==> src/rtl/timer_pkg.sv <==
// Shared types and constants for tick_timer: the run state and the mode encoding.
package timer_pkg;

   typedef enum logic {
      IDLE = 1'b0,
      RUN  = 1'b1
   } state_t;

   localparam logic MODE_ONESHOT  = 1'b0;
   localparam logic MODE_PERIODIC = 1'b1;

endpackage

==> src/rtl/tick_timer.sv <==
// Programmable down-counter advanced by prescaler ticks; one-shot or auto-reload,
// with a one-cycle expiry pulse and a sticky interrupt flag.
module tick_timer
   import timer_pkg::*;
#(
   parameter int W = 8
) (
   input  logic         clk_50,
   input  logic         rst,
   input  logic         tick,
   input  logic         start,
   input  logic         stop,
   input  logic         periodic,
   input  logic [W-1:0] load_val,
   input  logic         irq_ack,
   output logic [W-1:0] cnt_val,
   output logic         busy,
   output logic         expired,
   output logic         irq
);

   state_t       state;
   logic [W-1:0] reload;
   logic         mode;
   logic         do_stop;
   logic         do_start;
   logic         do_expire;

   // NOTE: combinational decode gets a default for every signal first so no latch is inferred.
   always_comb begin
      do_stop   = 1'b0;
      do_start  = 1'b0;
      do_expire = 1'b0;
      if (state == RUN && stop) begin
         do_stop = 1'b1;
      end else if (start) begin
         do_start = 1'b1;
      end else if (state == RUN && tick && cnt_val <= W'(1)) begin
         // A count of 0 expires like 1, so the counter never wraps.
         do_expire = 1'b1;
      end
   end

   // NOTE: registers use non-blocking assignments so every update sees pre-edge values.
   always_ff @(posedge clk_50) begin
      if (rst) begin
         state   <= IDLE;
         cnt_val <= '0;
         reload  <= '0;
         mode    <= MODE_ONESHOT;
         expired <= 1'b0;
         irq     <= 1'b0;
      end else begin
         expired <= do_expire;
         if (do_stop) begin
            state <= IDLE;
         end else if (do_start) begin
            reload  <= load_val;
            cnt_val <= load_val;
            mode    <= periodic;
            state   <= RUN;
         end else if (do_expire) begin
            if (mode == MODE_PERIODIC) begin
               cnt_val <= reload;
            end else begin
               cnt_val <= '0;
               state   <= IDLE;
            end
         end else if (state == RUN && tick) begin
            cnt_val <= cnt_val - W'(1);
         end

         if (do_expire) begin
            irq <= 1'b1;
         end else if (irq_ack) begin
            irq <= 1'b0;
         end
      end
   end

   // state is itself a register, so busy carries no combinational path from inputs.
   assign busy = (state == RUN);

endmodule

==> config.mk <==
export PLATFORM = sky130hd
export DESIGN_NAME = tick_timer
export DESIGN_NICKNAME = d
export VERILOG_FILES = /design/src/rtl/timer_pkg.sv /design/src/rtl/tick_timer.sv
export SDC_FILE = /design/constraint.sdc
export NUM_CORES = 1
export LEC_CHECK = 0
export ABC_AREA = 0
export BUFFER_PORTS_ARGS = -buffer_cell sky130_fd_sc_hd__buf_2
export CORE_MARGIN = 5
export CORE_UTILIZATION = 58
export CTS_BUF_LIST = sky130_fd_sc_hd__clkbuf_4
export CTS_CLUSTER_DIAMETER = 40
export DETAILED_ROUTE_END_ITERATION = 6
export GPL_TIMING_DRIVEN = 0
export PLACE_DENSITY = 0.86
export SETUP_SLACK_MARGIN = 0.15
export SYNTH_ARGS = -nofsm -noshare
export SYNTH_HDL_FRONTEND = slang
export SYNTH_SLANG_ARGS = --single-unit
export TNS_END_PERCENT = 5
==> constraint.sdc <==
create_clock -name clk_50 -period 3.8 [get_ports clk_50]
set_input_delay 0.19 -clock clk_50 [delete_from_list [all_inputs] [get_ports clk_50]]
set_output_delay 0.19 -clock clk_50 [all_outputs]
set_load 0.05 [all_outputs]
==> results.md, run 1 <==
- For this run, the post-layout net count is 179.
- The synthesized instance count is 133.
- The number of antenna violations at the first check in global routing is 0.
- The detailed router's first-iteration violation count is 61.
- Dividing the detail-routed via count by the number of cells gives ~6.1.
- The power density over the cells is between 400 and 500 mW/mm^2.
- The synthesized net count is 150.
- The required time of the critical path is between 4 and 5 ns.
- The per-cell routed wire length is around 15 um.
- Counting instances, the worst hold path has a depth of 3.
- Among cell families on the critical path, the largest total delay comes from simple AND/OR/NAND/NOR gates.
- The distinct cell type count after synthesis is 39.
- The number of enable-type register cells in the synthesized netlist is 0.
- The worst register-to-register path has a depth of 7.
- Averaged over all synthesized cells, the footprint is 8.07 sq um.
- The worst clock skew is 0.00820 ns.
- Max-cap violations in this run came to 0.
- The overall die area is 0.00281 sq mm.
- The remaining routing DRC violations is 0.
- The critical path crosses 7 cells after its start point.
- CTS built an H-tree with a depth of 1.
- The largest net degree at the start of global routing is 12.
- By area the synthesized netlist is led by sky130_fd_sc_hd__dfxtp_1 37%, sky130_fd_sc_hd__nand2_1 8.0%, sky130_fd_sc_hd__a21oi_1 5.6%.
- The floorplan has 15 rows.
- The type of the setup path with the least slack is flip-flop to flip-flop.
- The number of pins with negative max-slew slack in the final report is 0.
- The first global-routing pass estimated between 4 and 5 mm of wire.
- In the final layout, the share of cells above drive strength 1 is 19.9%.
- The number of global-route vias before repair was 1048.
- STA classifies the critical path startpoint as a flip-flop.
- The total of warnings raised by yosys is 0.
- The die boundary width is 53.0 um.
- The clock input transition at the sequential cells of the worst setup and hold paths is approximately 0.12 ns.
- Global routing used 22.0% of the available tracks.
- The post-synthesis register bit count is 20.
- The number of buffers and inverters on the critical path is 2.
- The HPWL after detailed placement is 2.01 mm.
- The largest individual stage delay along the critical path comes from the cell sky130_fd_sc_hd__dfxtp_1.
- Compared with the post-synthesis result, the final layout area differs by 16.6%.
- For this run, the top clock speed supported by timing is 460 MHz.
- The cell sitting at the root of the clock tree is a sky130_fd_sc_hd__clkbuf_4.
- In the synthesized netlist the dominant register cell turns out to be sky130_fd_sc_hd__dfxtp_1.
- The core outline area is 0.00175 sq mm.
- In the final timing run, aggregate negative setup slack is 0 ns.
- The share of the Yosys chip area taken by registers is a little under two fifths.
- The run finished with clean final reports.
- The number of sinks on the clock net is 20.
- The aggregate routed wire length is roughly 2.8 mm.
- Of the post-synthesis cell area, the dominant cell type holds 37.3%.
- The count of buffers added on input and output ports is 24.
- The post-CTS repair timing setup buffer count is 0.
- In this design, the stage delay of the slowest critical-path cell is 0.48 ns.
- In this run, post-CTS repair resized a total of 0 instances.
- At the worst endpoint, the arrival time is 2.41 ns.
- Cells fill a little over 70% of the core in the end.
- Setup repair after global routing left no endpoint under its margin.
- The smallest clock period supported by the final layout is computed as about 2.2 ns.
- For this configuration, the core starts out at a cell density of 61.5%.
- Headroom to the max-slew limit came out at 54.4%.
- The latest clock arrival within the worst-skew pair is a little over 0.3 ns.
- The nature of the critical path endpoint is a flip-flop.
- Detailed routing inserted a total of approximately 1100 vias.
- The peak supply drop is 0.271 mV.
- The transition time of the tightest slew-check pin is 0.679 ns.
- In the synthesized netlist the async set-or-reset flop fraction comes to 0%.
- The number of buffers added by the clock tree synthesis step is 3.
- Routability-driven placement finished with a final weighted congestion of 0.878.
- The largest total area in the synthesized netlist belongs to sky130_fd_sc_hd__dfxtp_1.
- The signal on the critical path passes through inv_1 > ha_1 > or2_1 > and3_1 > buf_4 > or3_1 > a41oi_1.
- In this run the remaining antenna-violating nets after routing total 0.
- For this design, the CTS-stage hold fixing added 0 buffers.
- From bottom edge to top edge, the die measures between 50 and 60 um.
- The part of the cycle the worst path needs is 57.2%.
- TritonCTS built the clock tree.
- In this run the cell area of the synthesized design comes to 0.00107 sq mm.
- The diode insertion count for antenna repair is 0.
- The path type of the worst min-delay path is input pin to flip-flop.
- The number of ports placed on the die boundary is 26.
- The reported leakage power is 0.517 nW.
- The maximum clock insertion buffer count is 2.
- The count of endpoints failing hold in the final timing report was 0.
- Setup violations remaining at the end of the flow were counted as 0.
- The first-pass iteration count of the detailed router is 4.
- Summed over all layers, the global routing overflow is 0.
- The largest fanout of any net on the critical path is 10.
## cell usage in the layout, fill, tap and decap left out, drive strengths merged, types with 2 or more instances in the layout
master and count:
buf 26, o21ai 8, clkbuf 8, nand2 23, ha 2, a21o 2
dfxtp 20, nand3 6, nand4 2, a21boi 2, a311oi 6, or3 3
nor2 10, inv 4, a211oi 2, xnor2 2, a21oi 12, and2 3
## area by class of cell
type	instances	area, sq um
Timing Repair Buffer	24	120
Tap cell	25	31.3
Clock inverter	1	3.75
Buffer	7	31.3
Multi-Input combinational cell	102	627
Clock buffer	3	22.5
Sequential cell	20	400
Fill cell	147	494
Inverter	4	15.0
## layer usage
metal / vias up / track usage, % / routed length [um]
met5: - / 0 / 0
met4: 0 / 9.79 / 79
met3: 9 / 5.07 / 251
met2: 61 / 36.6 / 1290
met1: 520 / 26.9 / 1160
li1: 541 / - / -
## logic make-up (layout without fill, tap and decap cells)
group	count (synthesis)	in the layout	share of synthesized area [%]
XOR/XNOR	2	2	1.63
multiplexers	1	1	0.932
flip-flops	20	20	37.3
buffers and inverters	11	39	4.31
AO/OA/AOI/OAI	40	40	26.3
AND/OR/NAND/NOR	57	57	27.2
adder cells (fa/ha/maj)	2	2	2.33
## power breakdown
group	switching (W)	internal [W]	total, W
registers	0.0000186	0.000225	0.000244
clock network	0.0000696	0.0000384	0.000108
logic	0.000101	0.0000552	0.000156
## synth_stat cells, types with 2 or more instances
| library cell | number |
|---|---|
| sky130_fd_sc_hd__nand2_1 | 23 |
| sky130_fd_sc_hd__dfxtp_1 | 20 |
| sky130_fd_sc_hd__a21oi_1 | 12 |
| sky130_fd_sc_hd__nor2_1 | 10 |
| sky130_fd_sc_hd__a311oi_1 | 6 |
| sky130_fd_sc_hd__nand3_1 | 6 |
| sky130_fd_sc_hd__clkbuf_1 | 5 |
| sky130_fd_sc_hd__o21ai_0 | 5 |
| sky130_fd_sc_hd__inv_1 | 4 |
| sky130_fd_sc_hd__and2_1 | 3 |
| sky130_fd_sc_hd__o21ai_1 | 3 |
| sky130_fd_sc_hd__or3_1 | 3 |
| sky130_fd_sc_hd__a211oi_1 | 2 |
| sky130_fd_sc_hd__a21boi_1 | 2 |
| sky130_fd_sc_hd__a21o_1 | 2 |
| sky130_fd_sc_hd__ha_1 | 2 |
| sky130_fd_sc_hd__nand4_1 | 2 |
| sky130_fd_sc_hd__xnor2_1 | 2 |
## registers in the layout, indices dropped and copies added (netlist names)
name,count
mode,1
irq,1
reload,8
busy,1
cnt_val,8
expired,1
## final timing paths
kind	start	end	slack, ns
max	cnt_val[0]$_SDFFE_PP0P_	cnt_val[4]$_SDFFE_PP0P_	1.63
min	load_val[0]	reload[0]$_SDFFE_PP0P_	0.11
max reg2reg	cnt_val[0]$_SDFFE_PP0P_	cnt_val[4]$_SDFFE_PP0P_	1.63
min reg2reg	reload[4]$_SDFFE_PP0P_	reload[4]$_SDFFE_PP0P_	0.47
## stage by stage
stage,cells,worst slack [ns],cell area (sq um),power [W],hold slack [ns]
floorplan,133,1.53,1070,0.000362,0.306
global placement,182,1.73,1220,0.000397,0.433
detailed placement,182,1.67,1220,0.000402,0.442
CTS,186,1.63,1250,0.000508,0.103
global route,186,1.50,1250,0.000535,0.108
finish,186,1.63,1250,0.000508,0.108
## worst register-to-register path: stages, from the launching register on
cell and delay (ns):
sky130_fd_sc_hd__dfxtp_1 0.48, sky130_fd_sc_hd__inv_1 0.08, sky130_fd_sc_hd__ha_1 0.27, sky130_fd_sc_hd__or2_1 0.35
sky130_fd_sc_hd__and3_1 0.21, sky130_fd_sc_hd__buf_4 0.16, sky130_fd_sc_hd__or3_1 0.39, sky130_fd_sc_hd__a41oi_1 0.17
No activity file was read; power rests on OpenSTA's default activity.
==> inputs of run 2 (changes only) <==
--- a/config.mk
+++ b/config.mk
@@ -8,12 +8,12 @@
 export ABC_AREA = 0
 export BUFFER_PORTS_ARGS = -buffer_cell sky130_fd_sc_hd__buf_2
 export CORE_MARGIN = 5
-export CORE_UTILIZATION = 58
+export CORE_UTILIZATION = 54
 export CTS_BUF_LIST = sky130_fd_sc_hd__clkbuf_4
 export CTS_CLUSTER_DIAMETER = 40
 export DETAILED_ROUTE_END_ITERATION = 6
 export GPL_TIMING_DRIVEN = 0
-export PLACE_DENSITY = 0.86
+export PLACE_DENSITY = 0.8
 export SETUP_SLACK_MARGIN = 0.15
 export SYNTH_ARGS = -nofsm -noshare
 export SYNTH_HDL_FRONTEND = slang
==> constraint.sdc (replaced) <==
create_clock -name clk_50 -period 2.2 [get_ports clk_50]
set_input_delay 0.11 -clock clk_50 [delete_from_list [all_inputs] [get_ports clk_50]]
set_output_delay 0.11 -clock clk_50 [all_outputs]
set_load 0.05 [all_outputs]
==> run 2 against run 1 <==
  * Via count decreased by 6.2%
  * Clock skew decreased by 0.0033 ns
  * Routed wire length decreased by 0.68%
  * Combinational power increased by 78%
  * Core utilization decreased by 5.1 points
  * Clock power increased by 72%
  * Sequential cell count unchanged
  * Hold slack got worse by 0.082 ns
  * First-iteration DRC count decreased by 56%
  * Global-route usage decreased by 1.0 points
  * Non-clock buffer count unchanged
  * Critical path depth unchanged
  * Critical path type unchanged
==> results.md, run 2 (synthesis gave the netlist of run 1 again) <==
- The initial core utilization is 55.9% (-5.6 points).
- The clock period minus final worst setup slack is 1.96 ns (-0.212 ns).
- The total number of vias was 1061 (-6.2%).
- The global-route total usage across every layer was 21.0% (-1.0 points).
- Compared with the post-synthesis result, the final layout area differs by 19.1%.
- The type of the setup path with the least slack is flip-flop to flip-flop.
- The overall die area was 0.00298 sq mm (+6.0%).
- The row count is 16 (+1).
- The latest clock arrival within the worst-skew pair is 0.31 ns (about the same).
- The residual antenna-violating net count after detailed routing was 0 (unchanged).
- The number of global-route vias before repair came to 949 (-9.4%).
- The per-cell routed wire length was 14.7 um (-1.7%).
- The reported leakage power is 0.523 nW (+1.1%).
- TritonCTS built the clock tree.
- The number of port buffers was 24 (unchanged).
- The peak supply drop is 0.392 mV (+45%).
- The final design instance area without fill is 0.00128 sq mm (+2.2%).
- The remaining routing DRC violations came to 0 (unchanged).
- In this run the worst hold path is classified as input pin to flip-flop.
- The required time of the critical path was 2.44 ns (-1.60 ns).
- The critical path's largest stage delay was 0.40 ns (-0.08 ns).
- The share of power burned in registers is 47.8% (-0.2 points).
- The category of the worst setup path launch point is a flip-flop.
- The number of pins with negative max-slew slack in the final report is 0 (unchanged).
- The largest fanout of any net on the critical path is 10 (unchanged).
- The arrival time at the worst endpoint is 2.20 ns (-0.21 ns).
- The wire length of the first global-routing pass is 4.50 mm (-1.2%).
- Setup repair after global routing could not meet its margin everywhere.
- The detailed router's first-iteration violation count is 27 (-56%).
- The part of the cycle the worst path needs was 89.2% (+32 points).
- The count of endpoints failing hold in the final timing report is 0 (unchanged).
- The post-detailed-route via-to-cell ratio is 5.64 (-7.2%).
- The kind of cell with the highest combined delay along the critical path is simple AND/OR/NAND/NOR gates.
- The non-filler instance count after layout is 188 (+1.1%).
- The number of buffers added by the clock tree synthesis step was 3 (unchanged).
- The maximum clock frequency is 510 MHz (+11%).
- The number of fill cells is 176 (+20%).
- The largest net degree at the start of global routing is 12 (unchanged).
- The die boundary width was 54.6 um (+3.0%).
- The setup TNS came to 0 ns (unchanged).
- The aggregate global routing overflow came to 0 (unchanged).
- The power spent charging and discharging nets was 0.000331 W (+75%).
- The y dimension of the die is 54.6 um (+3.0%).
- The count of final setup violators is 0 (unchanged).
- The total internal power came to 0.000558 W (+75%).
- The post-CTS repair timing setup buffer count is 0 (unchanged).
- Clock tree synthesis selected as its root buffer the cell sky130_fd_sc_hd__clkbuf_4.
- The H-tree level count is 1 (unchanged).
- The total cell area at the placement stage is 0.00123 sq mm (+0.82%).
- The number of antenna violations at the first check in global routing is 0 (unchanged).
- The clock input transition at the sequential cells of the worst setup and hold paths is 0.12 ns (about the same).
- The aggregate routed wire length is 2.76 mm (-0.68%).
- The flow ran to the end, and the final reports show no timing, DRC or antenna violations.
- The switching share of power is 37.2% (-0.055 points).
- The diode insertion count for antenna repair is 0 (unchanged).
- The number of cells in the design after placement came to 184 (+1.1%).
- The final core utilization was 66.5% (-5.1 points).
- The max capacitance violation total was 0 (unchanged).
- The maximum clock insertion buffer count is 2 (unchanged).
- The library cell used most frequently in the layout, excluding fill and tap cells, is sky130_fd_sc_hd__buf_2.
- The number of resized instances in the post-cts repair step is 0 (unchanged).
- The worst setup path is captured at a flip-flop.
- The final estimated routing congestion in global placement is 0.849 (-3.3%).
- The number of buffer and inverter instances along the worst setup path is 2 (unchanged).
- The number of sinks on the clock net is 20 (unchanged).
- The first-pass iteration count of the detailed router is 4 (unchanged).
- The headroom to the max-slew limit is 61.9% (+7.5 points).
- The power density over the cells came to 695 mW/mm^2 (+71%).
- The number of buffers added to fix hold violations after cts is 0 (unchanged).
- The transition time of the tightest slew-check pin is 0.572 ns (-0.107 ns).
- The HPWL after detailed placement came to 2.04 mm (+1.5%).
- The fraction of power consumed by the clock network came to 20.9% (-0.4 points).
- The number of ports placed on the die boundary is 26 (unchanged).
- The largest registers in the layout are cnt_val (8), reload (8).
- The net total in the final layout is 179 (unchanged).
- In the layout the commonest cells are 25 x sky130_fd_sc_hd__buf_2, 23 x sky130_fd_sc_hd__nand2_1, 18 x sky130_fd_sc_hd__dfxtp_1.
- The sequential cell area is 408 sq um (+1.9%).
- The worst clock skew is 0.00490 ns (-0.00330 ns).
- The core outline area is 0.00192 sq mm (+10%).
- Traced cell by cell, the critical path runs through inv_1 > ha_1 > or2_4 > and3_1 > buf_4 > or3_1 > a41oi_1.
- The fraction of final layout cells with drive strength greater than 1 is 22.4% (+2.5 points).
- The area taken by multi-input logic gates came to 644 sq um (+2.8%).
- The fraction of power consumed by combinational cells came to 31.3% (+0.5 points).
- The library cell contributing the largest single delay on the critical path is sky130_fd_sc_hd__dfxtp_4.
run 2: cell counts in the layout (fill, tap and decap cells not counted):
No cell type changed its count.
run 2: per-stage QoR:
step	hold slack, ns	worst slack [ns]	power, W
floorplan	0.226	0.238	0.000626
global placement	0.352	0.226	0.000688
detailed placement	0.361	0.196	0.000696
CTS	0.0257	0.162	0.000877
global route	0.0123	0.137	0.000935
finish	0.0259	0.238	0.000888
run 2: power by group through the flow:
stage	sequential [W]	clock, W	combinational (W)
5_1_grt	0.000431	0.000205	0.000299
6_report	0.000425	0.000186	0.000278
3_3_place_gp	0.000427	0	0.000261
4_1_cts	0.000422	0.000187	0.000268
2_1_floorplan	0.000482	0	0.000144
3_5_place_dp	0.000430	0	0.000266
run 2: path summary, 6_finish.rpt:
| kind | depth (start not counted) | start | slack (ns) | to |
|---|---|---|---|---|
| hold / removal | 3 | periodic | 0.03 | mode$_SDFFE_PP0P_ |
| setup / recovery | 7 | cnt_val[0]$_SDFFE_PP0P_ | 0.24 | cnt_val[4]$_SDFFE_PP0P_ |
| hold reg to reg | 2 | reload[4]$_SDFFE_PP0P_ | 0.46 | reload[4]$_SDFFE_PP0P_ |
| setup reg to reg | 7 | cnt_val[0]$_SDFFE_PP0P_ | 0.24 | cnt_val[4]$_SDFFE_PP0P_ |
run 2: layout make-up:
class                   instances  share of cell area (%)
clock inverters                 1                   0.294
inverters                       4                    1.17
flip-flops and latches         20                    31.9
multi-input cells             102                    50.4
plain buffers                   7                    2.45
well taps                      27                    2.64
clock buffers                   3                    1.76
repair buffers                 24                    9.39
run 2: worst register-to-register path, stage by stage, from the launching register on:
cell and delay [ns]:
sky130_fd_sc_hd__dfxtp_4 0.40, sky130_fd_sc_hd__inv_1 0.05, sky130_fd_sc_hd__ha_1 0.27, sky130_fd_sc_hd__or2_4 0.32
sky130_fd_sc_hd__and3_1 0.17, sky130_fd_sc_hd__buf_4 0.16, sky130_fd_sc_hd__or3_1 0.37, sky130_fd_sc_hd__a41oi_1 0.16
run 2: metal layers:
layer	GRT usage [%]	routed length, um
met2	33.3	1310
met1	28.0	1290
met5	0	0
met4	9.13	46
met3	3.27	115
